`src/rtl/mem_arb_pkg.sv`:
```
// Shared definitions for the data-memory port arbiter: default widths,
// access-owner encoding, arbitration FSM states and a saturating counter helper.
package mem_arb_pkg;

    localparam int MEM_ARB_ADDR_W = 10;
    localparam int MEM_ARB_DATA_W = 8;

    typedef enum logic [1:0] {
        OWN_NONE = 2'd0,
        OWN_CPU  = 2'd1,
        OWN_DBG  = 2'd2
    } owner_e;

    typedef enum logic [1:0] {
        ST_IDLE = 2'd0,
        ST_LOCK = 2'd1,
        ST_FAIR = 2'd2
    } state_e;

    // Increment that sticks at all-ones instead of wrapping.
    function automatic logic [15:0] sat_inc16(input logic [15:0] v);
        logic [15:0] r;
        if (v == 16'hFFFF) begin
            r = v;
        end else begin
            r = v + 16'd1;
        end
        return r;
    endfunction

endpackage

```
`src/rtl/mem_arb_rdpipe.sv`:
```
// Read-return steering for the memory port arbiter. Tracks which requester
// owns each issued access for two cycles so that synchronous-RAM read data is
// presented to the correct requester with a one-cycle valid strobe. Each
// requester's rdata holds the last word it received between strobes.
module mem_arb_rdpipe
    import mem_arb_pkg::*;
#(
    parameter int DATA_W = MEM_ARB_DATA_W
) (
    input  logic              clk,
    input  logic              rst_n,
    input  owner_e            issue_own_i,
    input  logic              issue_rd_i,
    input  logic [DATA_W-1:0] mem_rdata_i,
    output logic              cpu_rvalid_o,
    output logic [DATA_W-1:0] cpu_rdata_o,
    output logic              dbg_rvalid_o,
    output logic [DATA_W-1:0] dbg_rdata_o
);

    owner_e            s1_own_q;
    logic              s1_rd_q;
    logic              cpu_rvalid_q;
    logic              dbg_rvalid_q;
    logic [DATA_W-1:0] cpu_hold_q;
    logic [DATA_W-1:0] dbg_hold_q;

    // Owner/read-flag pipeline and per-requester data holding registers.
    always_ff @(posedge clk or negedge rst_n) begin
        if (!rst_n) begin
            s1_own_q     <= OWN_NONE;
            s1_rd_q      <= 1'b0;
            cpu_rvalid_q <= 1'b0;
            dbg_rvalid_q <= 1'b0;
            cpu_hold_q   <= {DATA_W{1'b0}};
            dbg_hold_q   <= {DATA_W{1'b0}};
        end else begin
            s1_own_q     <= issue_own_i;
            s1_rd_q      <= issue_rd_i;
            cpu_rvalid_q <= s1_rd_q && (s1_own_q == OWN_CPU);
            dbg_rvalid_q <= s1_rd_q && (s1_own_q == OWN_DBG);
            if (cpu_rvalid_q) begin
                cpu_hold_q <= mem_rdata_i;
            end
            if (dbg_rvalid_q) begin
                dbg_hold_q <= mem_rdata_i;
            end
        end
    end

    // RAM data passes straight through in the valid cycle, held copy otherwise.
    always_comb begin
        if (cpu_rvalid_q) begin
            cpu_rdata_o = mem_rdata_i;
        end else begin
            cpu_rdata_o = cpu_hold_q;
        end
        if (dbg_rvalid_q) begin
            dbg_rdata_o = mem_rdata_i;
        end else begin
            dbg_rdata_o = dbg_hold_q;
        end
    end

    assign cpu_rvalid_o = cpu_rvalid_q;
    assign dbg_rvalid_o = dbg_rvalid_q;

endmodule

```
`src/rtl/mem_port_arbiter.sv`:
```
// Two-requester arbiter for the single data-memory port (CPU control unit and
// debug/loader master). One access per cycle, registered issue to the RAM,
// CPU priority with natural alternation, and a bounded locked burst for the
// debug master that is forcibly broken after MAX_LOCK grants.
// Optional grant statistics counters are built when MEM_ARB_STATS_EN is defined.
module mem_port_arbiter
    import mem_arb_pkg::*;
#(
    parameter int ADDR_W   = MEM_ARB_ADDR_W,
    parameter int DATA_W   = MEM_ARB_DATA_W,
    parameter int MAX_LOCK = 8
) (
    input  logic              clk,
    input  logic              rst_n,
    input  logic              cpu_req,
    input  logic              cpu_we,
    input  logic [ADDR_W-1:0] cpu_addr,
    input  logic [DATA_W-1:0] cpu_wdata,
    output logic              cpu_gnt,
    output logic              cpu_rvalid,
    output logic [DATA_W-1:0] cpu_rdata,
    input  logic              dbg_req,
    input  logic              dbg_we,
    input  logic [ADDR_W-1:0] dbg_addr,
    input  logic [DATA_W-1:0] dbg_wdata,
    input  logic              dbg_lock,
    output logic              dbg_gnt,
    output logic              dbg_rvalid,
    output logic [DATA_W-1:0] dbg_rdata,
    output logic              dbg_lock_lost,
`ifdef MEM_ARB_STATS_EN
    input  logic              stats_clr,
    output logic [15:0]       cpu_gnt_cnt,
    output logic [15:0]       dbg_gnt_cnt,
`endif
    output logic              mem_we,
    output logic [ADDR_W-1:0] mem_addr,
    output logic [DATA_W-1:0] mem_wdata,
    input  logic [DATA_W-1:0] mem_rdata
);

    localparam logic [7:0] LOCK_MAX_C = 8'(MAX_LOCK);

    state_e            state_q;
    state_e            state_d;
    logic [7:0]        lock_cnt_q;
    logic [7:0]        lock_cnt_d;
    logic              dbg_low_q;
    logic              cpu_gnt_q;
    logic              dbg_gnt_q;
    logic              lost_q;
    logic              lost_d;
    logic              mem_we_q;
    logic [ADDR_W-1:0] mem_addr_q;
    logic [DATA_W-1:0] mem_wdata_q;

    owner_e            grant_s;
    logic              cpu_elig_s;
    logic              dbg_elig_s;
    logic              sel_we_s;
    logic [ADDR_W-1:0] sel_addr_s;
    logic [DATA_W-1:0] sel_wdata_s;
    logic              issue_rd_s;

    // A requester that is seeing its grant this cycle may not be issued again.
    assign cpu_elig_s = cpu_req && !cpu_gnt_q;
    assign dbg_elig_s = dbg_req && !dbg_gnt_q;

    // Arbitration decision and next FSM state / lock bookkeeping.
    always_comb begin
        state_d    = state_q;
        lock_cnt_d = lock_cnt_q;
        lost_d     = 1'b0;
        grant_s    = OWN_NONE;
        case (state_q)
            ST_IDLE: begin
                if (cpu_elig_s) begin
                    grant_s = OWN_CPU;
                end else if (dbg_elig_s) begin
                    grant_s = OWN_DBG;
                    if (dbg_lock) begin
                        state_d    = ST_LOCK;
                        lock_cnt_d = 8'd1;
                    end else begin
                        state_d = ST_IDLE;
                    end
                end else begin
                    state_d = ST_IDLE;
                end
            end
            ST_LOCK: begin
                if (lock_cnt_q == LOCK_MAX_C) begin
                    // Burst exhausted: break the lock and let the CPU in first.
                    lost_d     = 1'b1;
                    state_d    = ST_FAIR;
                    lock_cnt_d = 8'd0;
                end else if (!dbg_req) begin
                    if (dbg_low_q) begin
                        state_d    = ST_IDLE;
                        lock_cnt_d = 8'd0;
                    end else begin
                        state_d = ST_LOCK;
                    end
                end else if (!dbg_lock) begin
                    state_d    = ST_IDLE;
                    lock_cnt_d = 8'd0;
                end else if (dbg_elig_s) begin
                    grant_s    = OWN_DBG;
                    lock_cnt_d = lock_cnt_q + 8'd1;
                end else begin
                    state_d = ST_LOCK;
                end
            end
            ST_FAIR: begin
                if (!cpu_req) begin
                    state_d = ST_IDLE;
                end else if (cpu_elig_s) begin
                    grant_s = OWN_CPU;
                    state_d = ST_IDLE;
                end else begin
                    state_d = ST_FAIR;
                end
            end
            default: begin
                state_d    = ST_IDLE;
                lock_cnt_d = 8'd0;
            end
        endcase
    end

    // Select the winning request's write enable, address and data.
    always_comb begin
        case (grant_s)
            OWN_CPU: begin
                sel_we_s    = cpu_we;
                sel_addr_s  = cpu_addr;
                sel_wdata_s = cpu_wdata;
            end
            OWN_DBG: begin
                sel_we_s    = dbg_we;
                sel_addr_s  = dbg_addr;
                sel_wdata_s = dbg_wdata;
            end
            default: begin
                sel_we_s    = 1'b0;
                sel_addr_s  = {ADDR_W{1'b0}};
                sel_wdata_s = {DATA_W{1'b0}};
            end
        endcase
        if (grant_s != OWN_NONE) begin
            issue_rd_s = !sel_we_s;
        end else begin
            issue_rd_s = 1'b0;
        end
    end

    // FSM state, grant pulses and registered RAM command.
    always_ff @(posedge clk or negedge rst_n) begin
        if (!rst_n) begin
            state_q     <= ST_IDLE;
            lock_cnt_q  <= 8'd0;
            dbg_low_q   <= 1'b0;
            cpu_gnt_q   <= 1'b0;
            dbg_gnt_q   <= 1'b0;
            lost_q      <= 1'b0;
            mem_we_q    <= 1'b0;
            mem_addr_q  <= {ADDR_W{1'b0}};
            mem_wdata_q <= {DATA_W{1'b0}};
        end else begin
            state_q     <= state_d;
            lock_cnt_q  <= lock_cnt_d;
            dbg_low_q   <= !dbg_req;
            cpu_gnt_q   <= (grant_s == OWN_CPU);
            dbg_gnt_q   <= (grant_s == OWN_DBG);
            lost_q      <= lost_d;
            mem_we_q    <= sel_we_s;
            mem_addr_q  <= sel_addr_s;
            mem_wdata_q <= sel_wdata_s;
        end
    end

    mem_arb_rdpipe #(
        .DATA_W (DATA_W)
    ) u_rdpipe (
        .clk          (clk),
        .rst_n        (rst_n),
        .issue_own_i  (grant_s),
        .issue_rd_i   (issue_rd_s),
        .mem_rdata_i  (mem_rdata),
        .cpu_rvalid_o (cpu_rvalid),
        .cpu_rdata_o  (cpu_rdata),
        .dbg_rvalid_o (dbg_rvalid),
        .dbg_rdata_o  (dbg_rdata)
    );

`ifdef MEM_ARB_STATS_EN
    logic [15:0] cpu_cnt_q;
    logic [15:0] dbg_cnt_q;

    // Saturating grant counters; clear wins over increment.
    always_ff @(posedge clk or negedge rst_n) begin
        if (!rst_n) begin
            cpu_cnt_q <= 16'd0;
            dbg_cnt_q <= 16'd0;
        end else if (stats_clr) begin
            cpu_cnt_q <= 16'd0;
            dbg_cnt_q <= 16'd0;
        end else begin
            if (grant_s == OWN_CPU) begin
                cpu_cnt_q <= sat_inc16(cpu_cnt_q);
            end
            if (grant_s == OWN_DBG) begin
                dbg_cnt_q <= sat_inc16(dbg_cnt_q);
            end
        end
    end

    assign cpu_gnt_cnt = cpu_cnt_q;
    assign dbg_gnt_cnt = dbg_cnt_q;
`endif

    assign cpu_gnt       = cpu_gnt_q;
    assign dbg_gnt       = dbg_gnt_q;
    assign dbg_lock_lost = lost_q;
    assign mem_we        = mem_we_q;
    assign mem_addr      = mem_addr_q;
    assign mem_wdata     = mem_wdata_q;

endmodule

```
`config.mk`:
```
export PLATFORM = sky130hd
export DESIGN_NAME = mem_port_arbiter
export DESIGN_NICKNAME = d
export VERILOG_FILES = /design/src/rtl/mem_arb_pkg.sv /design/src/rtl/mem_arb_rdpipe.sv /design/src/rtl/mem_port_arbiter.sv
export SDC_FILE = /design/constraint.sdc
export NUM_CORES = 1
export LEC_CHECK = 0
export BUFFER_PORTS_ARGS = -buffer_cell sky130_fd_sc_hd__buf_2
export CAP_MARGIN = 40
export CORE_ASPECT_RATIO = 0.8
export CORE_MARGIN = 2
export CORE_UTILIZATION = 35
export DETAILED_ROUTE_END_ITERATION = 8
export SYNTH_ARGS = -nofsm -noshare
export SYNTH_HDL_FRONTEND = slang
export SYNTH_SLANG_ARGS = --single-unit
```
`constraint.sdc`:
```
create_clock -name clk -period 3.1 [get_ports clk]
set_clock_uncertainty 0.05 [all_clocks]
set_input_delay 0.31 -clock clk [delete_from_list [all_inputs] [get_ports clk]]
set_output_delay 0.31 -clock clk [all_outputs]
set_load 0.02 [all_outputs]
```
==> After elaboration in Yosys (flattened, before gate mapping) <==
Cells that the tools add are included.
{ "totals": {"ff_bits": 54, "in_bits": 51, "mem_bits_ro": 0, "out_inout_bits": 40, "mem_count": 0, "elab_cells": 78, "latchBits": 0, "ram_bits": 0} }
{ "classes": {"reduce_logical": 12, "add_sub_neg": 1, "mux": 36, "div_mod_pow": 0, "multipliers": 0, "eq_ne": 13, "n_lt_le_gt_ge": 0, "shifts": 0, "bitwise_logic": 1} }
{ "op_table": {"columns": ["operator", "n"], "rows": [
  ["two-way mux 8 bit", 10],
  ["two-way mux 2 bit", 13],
  ["case mux 8 bit (3 select lines)", 1],
  ["case mux 10 bit (2 select lines)", 1],
  ["case mux 8 bit (2 select lines)", 1],
  ["case mux 2 bit (3 select lines)", 2],
  ["inequality test 5 bit (second input constant)", 2],
  ["adder 8 x 1 -> 8 bit (second input constant)", 1],
  ["equality test 8 x 4 -> 1 bit (second input constant)", 1],
  ["two-way mux 1 bit", 7],
  ["equality test 2 x 1 -> 1 bit (second input constant)", 3],
  ["equality test 2 bit (second input constant)", 3],
  ["inequality test 2 bit (second input constant)", 3],
  ["AND reduction 6 bit", 1],
  ["logical AND 1 bit", 4],
  ["zero test 1 bit", 4],
  ["inequality test 4 bit (second input constant)", 1],
  ["zero test 2 bit", 1],
  ["case mux 1 bit (2 select lines)", 1],
  ["AND reduction 2 bit", 1],
  ["nonzero test 2 bit", 1],
  ["NOT 1 bit", 1]
]} }

==> Longest topological paths before layout <==
{ "logic_depth": {"word_depth": 11, "mapped_depth": 10, "depth_no_buf": 9} }

==> By module <==
Synthesis repeated with hierarchy kept, for this count alone.
{ "hier_totals": {"hier_cells": 198, "hier_area_um2": 2418.6} }
{ "by_module_without_submodules": {"columns": ["mod", "instances", "cells_each", "seq_area_each_um2", "area_per_inst_um2"], "rows": [
  ["mem_port_arbiter", 1, 157, 825.8, 1612.8],
  ["mem_arb_rdpipe", 1, 41, 525.5, 805.8]
]} }

==> Worst setup path before layout <==
No wires, ideal clock.
{ "synth_timing": {"path_kind": "input to register", "start": "input port dbg_req", "end": "register mem_addr_q[0], in the netlist mem_addr[0]", "stages": 10, "required_time_ns": 2.978, "setup_slack_ns": 0.758, "arrival_ns": 2.219, "path_cell_list": "clkbuf_1 nand4b_1 a41o_1 a21o_1 inv_1 ha_1 clkbuf_1 clkbuf_1 a22oi_1 nor2_1"} }
{ "synth_via": {"elab_chain_len": 8, "word_cells_on_any_way": 10, "classes_between": "2 x eq/ne; 7 x mux; 1 x reduce/logical"} }
{ "synth_rtl": {"columns": ["item", "line_no", "rtl"], "rows": [
  ["start: declaration", "mem_port_arbiter.sv:22", "input logic dbg_req,"],
  ["logical AND 1 bit", "mem_port_arbiter.sv:67", "assign dbg_elig_s = dbg_req && !dbg_gnt_q;"],
  ["two-way mux 2 bit", "mem_port_arbiter.sv:79, mem_port_arbiter.sv:107", null],
  ["two-way mux 2 bit", "mem_port_arbiter.sv:104", "end else if (!dbg_lock) begin"],
  ["two-way mux 2 bit", "mem_port_arbiter.sv:97", "end else if (!dbg_req) begin"],
  ["two-way mux 2 bit", "mem_port_arbiter.sv:92", "if (lock_cnt_q == LOCK_MAX_C) begin"],
  ["case mux 2 bit (3 select lines) (*)", "mem_port_arbiter.sv:75", "case (state_q)"],
  ["named net grant_s[1]", "mem_port_arbiter.sv:57", "owner_e grant_s;"],
  ["equality test 2 bit / equality test 2 x 1 -> 1 bit (equally long branches)", "mem_port_arbiter.sv:133", "case (grant_s)"],
  ["case mux 10 bit (2 select lines) (*)", "mem_port_arbiter.sv:133", null],
  ["named net sel_addr_s[0]", "mem_port_arbiter.sv:61", "logic [ADDR_W-1:0] sel_addr_s;"],
  ["end signal: assignment", "mem_port_arbiter.sv:167", "mem_addr_q <= {ADDR_W{1'b0}};"],
  ["end signal: assignment", "mem_port_arbiter.sv:177", "mem_addr_q <= sel_addr_s;"],
  ["end: declaration", "mem_port_arbiter.sv:54", "logic [ADDR_W-1:0] mem_addr_q;"]
]} }
The timed path passes the listed nets; every way through them passes the cells marked *.
A chain may end at the register's enable or synchronous reset.

==> Worst setup path in the final report <==
{ "layout_timing": {"start": "register state_q[0]", "end": "register u_rdpipe.s1_rd_q"} }
{ "layout_via": {"elab_chain_len": 6, "word_cells_on_any_way": 10, "classes_between": "4 x eq/ne; 3 x mux; 3 x reduce/logical"} }
{ "layout_rtl": {"columns": ["item", "line_no", "rtl"], "rows": [
  ["start: declaration", "mem_port_arbiter.sv:44", "state_e state_q;"],
  ["start signal: assignment", "mem_port_arbiter.sv:170", "state_q <= state_d;"],
  ["equality test 2 bit (tied with other cells)", "mem_port_arbiter.sv:75", null],
  ["case mux 2 bit (3 select lines) (*)", "mem_port_arbiter.sv:75", null],
  ["named net grant_s[1]", "mem_port_arbiter.sv:57", null],
  ["equality test 2 bit / equality test 2 x 1 -> 1 bit (equally long branches)", "mem_port_arbiter.sv:133", null],
  ["case mux 1 bit (2 select lines) (*)", "mem_port_arbiter.sv:133", null],
  ["named net sel_we_s", "mem_port_arbiter.sv:60", "logic sel_we_s;"],
  ["zero test 1 bit (*)", "mem_port_arbiter.sv:151", "issue_rd_s = !sel_we_s;"],
  ["two-way mux 1 bit (*)", "mem_port_arbiter.sv:150", "if (grant_s != OWN_NONE) begin"],
  ["named net issue_rd_s", "mem_port_arbiter.sv:63", "logic issue_rd_s;"],
  ["end signal: assignment", "mem_arb_rdpipe.sv:39", "s1_rd_q <= issue_rd_i;"],
  ["end: declaration", "mem_arb_rdpipe.sv:22", "logic s1_rd_q;"]
]} }
Marked as above.

==> impl_metrics.tcl <==
set metrics [dict create \
    outcome "completed" \
    setup_tns_ns 0 \
    tightest_slew_ns 0.675 \
    fin_cells 368 \
    synth_top_area_share_pct 57.3 \
    post-route-period-util_pct 83.2 \
    post-route-util_pct 46.2 \
    grt_use_total_pct 14.3 \
    wl_per_cell_um 13.9 \
    fin_area_um2 2980 \
    final_nets 341 \
    numClockSinks 54 \
    ios 91 \
    hold_violations 0 \
    fin_ws_ns 0.521 \
    placementRows 26 \
    worst_skew_pair.late_latency_ns 0.29 \
    leakagePower_nw 1.47 \
    core_area_um2 6440 \
    num_vias 1817 \
    antenna_found_initial 0 \
    synth-adder-area-share_pct 3.18 \
    cts-buffers-inserted 5 \
    grt_pass1_vias 1769 \
    synthesis.area_um2 2360 \
    drt-total-wl_um 5120 \
    grt_max_degree 29 \
    ant_nets 0 \
    crit_arrival_ns 2.72 \
    synth_top_family_by_area "compound AO/OA/AOI/OAI gates" \
    synth_enable_flop_cells 0 \
    setup_violations 0 \
    relSlewSlack_pct 55.0 \
    overflow 0 \
    dp_hpwl_um 3800 \
    min_period_ns 2.58 \
    grt_pass1_wl_um 8310 \
    crit_path_end_kind "flop" \
    synth_mux_area_share_pct 8.54 \
    yosys.area_share.xor_xnor_pct 0 \
    fp.dieH_um 77.4 \
    drt_first_iter_violations 79 \
    synth_top_area_cell "dfrtp_1" \
    drt_pass1_iterations 4 \
    yosysSeqAreaShare_pct 57.3 \
    synthCells 195 \
    yosys.area_share.simple_pct 12.5 \
    ys.warnings.count 0 \
    power_mw 2.01 \
    synth_ff_type "dfrtp_1" \
    diodes 0 \
    route.detailed.drc 0 \
    syn_avg_cell_area_um2 12.1 \
    die-area_um2 7420 \
    place_area_um2 2890 \
    crit_type "flop to flop" \
    yosysMostFrequentCell "dfrtp_1" \
    drive_gt1_share_pct 41.9 \
    vias_per_cell 4.94 \
    cts_resized 0 \
    portBuffers 90 \
    dieWidth_um 95.8 \
    crit_path_start_kind "flop" \
    async_reset_ff_share_pct 100 \
    area_growth_pct 26.1 \
    cts_tree "built" \
    ys_ff_latch 54 \
    start_util_pct 36.6 \
    htree_levels 2 \
    synth-compound-area-share_pct 15.4 \
    dp_slack_ns 0.530 \
    dpl.cell_count 360 \
    clkTransAtPathRegs_ns 0.09 \
    whs_ns 0.199 \
    max_cap_violations 0 \
    place_congestion 0.824 \
    fmax_ghz 0.388 \
    cts_root_buffer "clkbuf_8" \
    yosys-top-cells-count "dfrtp_1 (54), nor2_1 (26), a22oi_1 (19)" \
    holdCritPathClass "input port to flop" \
    synth.area.top_cells "dfrtp_1 (57%), mux2_2 (7.6%), a22oi_1 (6.0%)" \
    synth_nets 252 \
    power_density_nw_per_um2 677 \
    cp.required_ns 3.24 \
    critPathMaxFanout 19 \
    peakVddDrop_mv 0.239 \
    clockBufferDepth 2 \
    synth_cell_types 42 \
    rsz0062_at_grt "false" \
    slew_viol_final 0 \
]
## final timing paths
path,endpoint,start,cells after the start,slack (ns)
max in group asynchronous,u_rdpipe.dbg_hold_q[1],rst_n,3,1.72
min in group asynchronous,mem_wdata[3],rst_n,2,0.51
setup / recovery,u_rdpipe.s1_rd_q,state_q[0],8,0.52
setup reg to reg,u_rdpipe.s1_rd_q,state_q[0],8,0.52
hold / removal,mem_wdata[0],cpu_wdata[0],3,0.20
hold reg to reg,u_rdpipe.cpu_rvalid_o,u_rdpipe.s1_own_q[1],1,0.39
## power by group
group	internal [mW]	leakage (nW)	switching, mW
clock network	0.155	0.0373	0.212
registers	0.859	0.701	0.0629
logic	0.285	0.730	0.440
## cell type report
class                           instances  area [um2]
Inverter                                8        30.0
Sequential cell                        54        1350
Timing Repair Buffer                   93         475
Multi-Input combinational cell        122         935
Clock inverter                          1        7.51
Clock buffer                            6        72.6
Fill cell                             622        3460
Tap cell                               84         105
## logic make-up after synthesis
group | Yosys count
simple gates | 55
flops | 54
buf+inv | 19
compound gates | 43
fa+ha+maj | 6
mux | 18
## cells in the final DEF, fill, tap and decap left out, drive strengths merged, types with 2 or more instances in the layout
cell type  count
nor3           4
dfrtp         54
o221ai         3
mux2          17
clkbuf         6
nand2b         2
buf           92
inv            8
a22oi         19
nor2b          2
a32o           3
a41oi          2
nand4b         3
o211ai         2
ha             6
nand3          4
a41o           2
nand2          7
nor2          26
## flip-flops by register name (all words and copies together) (netlist names)
register,count
u_rdpipe.s1_rd_q,1
state_q,2
lock_cnt_q,8
u_rdpipe.s1_own_q,2
u_rdpipe.cpu_hold_q,8
dbg_gnt,1
u_rdpipe.cpu_rvalid_o,1
mem_addr,10
dbg_lock_lost,1
u_rdpipe.dbg_hold_q,8
mem_we,1
mem_wdata,8
cpu_gnt,1
u_rdpipe.dbg_rvalid_o,1
dbg_low_q,1
## metal layers
layer	wire (um)	share of wire, %	GRT usage, %
met2	2300	45	21.6
met4	31	0.61	3.86
met1	2360	46	19.4
met3	427	8.3	5.05
met5	0	0	0
## critical path, cell delays in order, from the launching register on
cell and delay [ns]:
dfrtp_1 0.54, nand4b_1 0.22, a41o_1 0.33, a21o_1 0.22, inv_1 0.10, ha_1 0.60
a22oi_1 0.19, nor2_1 0.17, nor2_1 0.06
## timing repair
action,in CTS,in global routing
hold endpoints to repair,27,0
setup buffers,0,0
hold buffers,1,0
No activity file was read; power rests on OpenSTA's default activity.
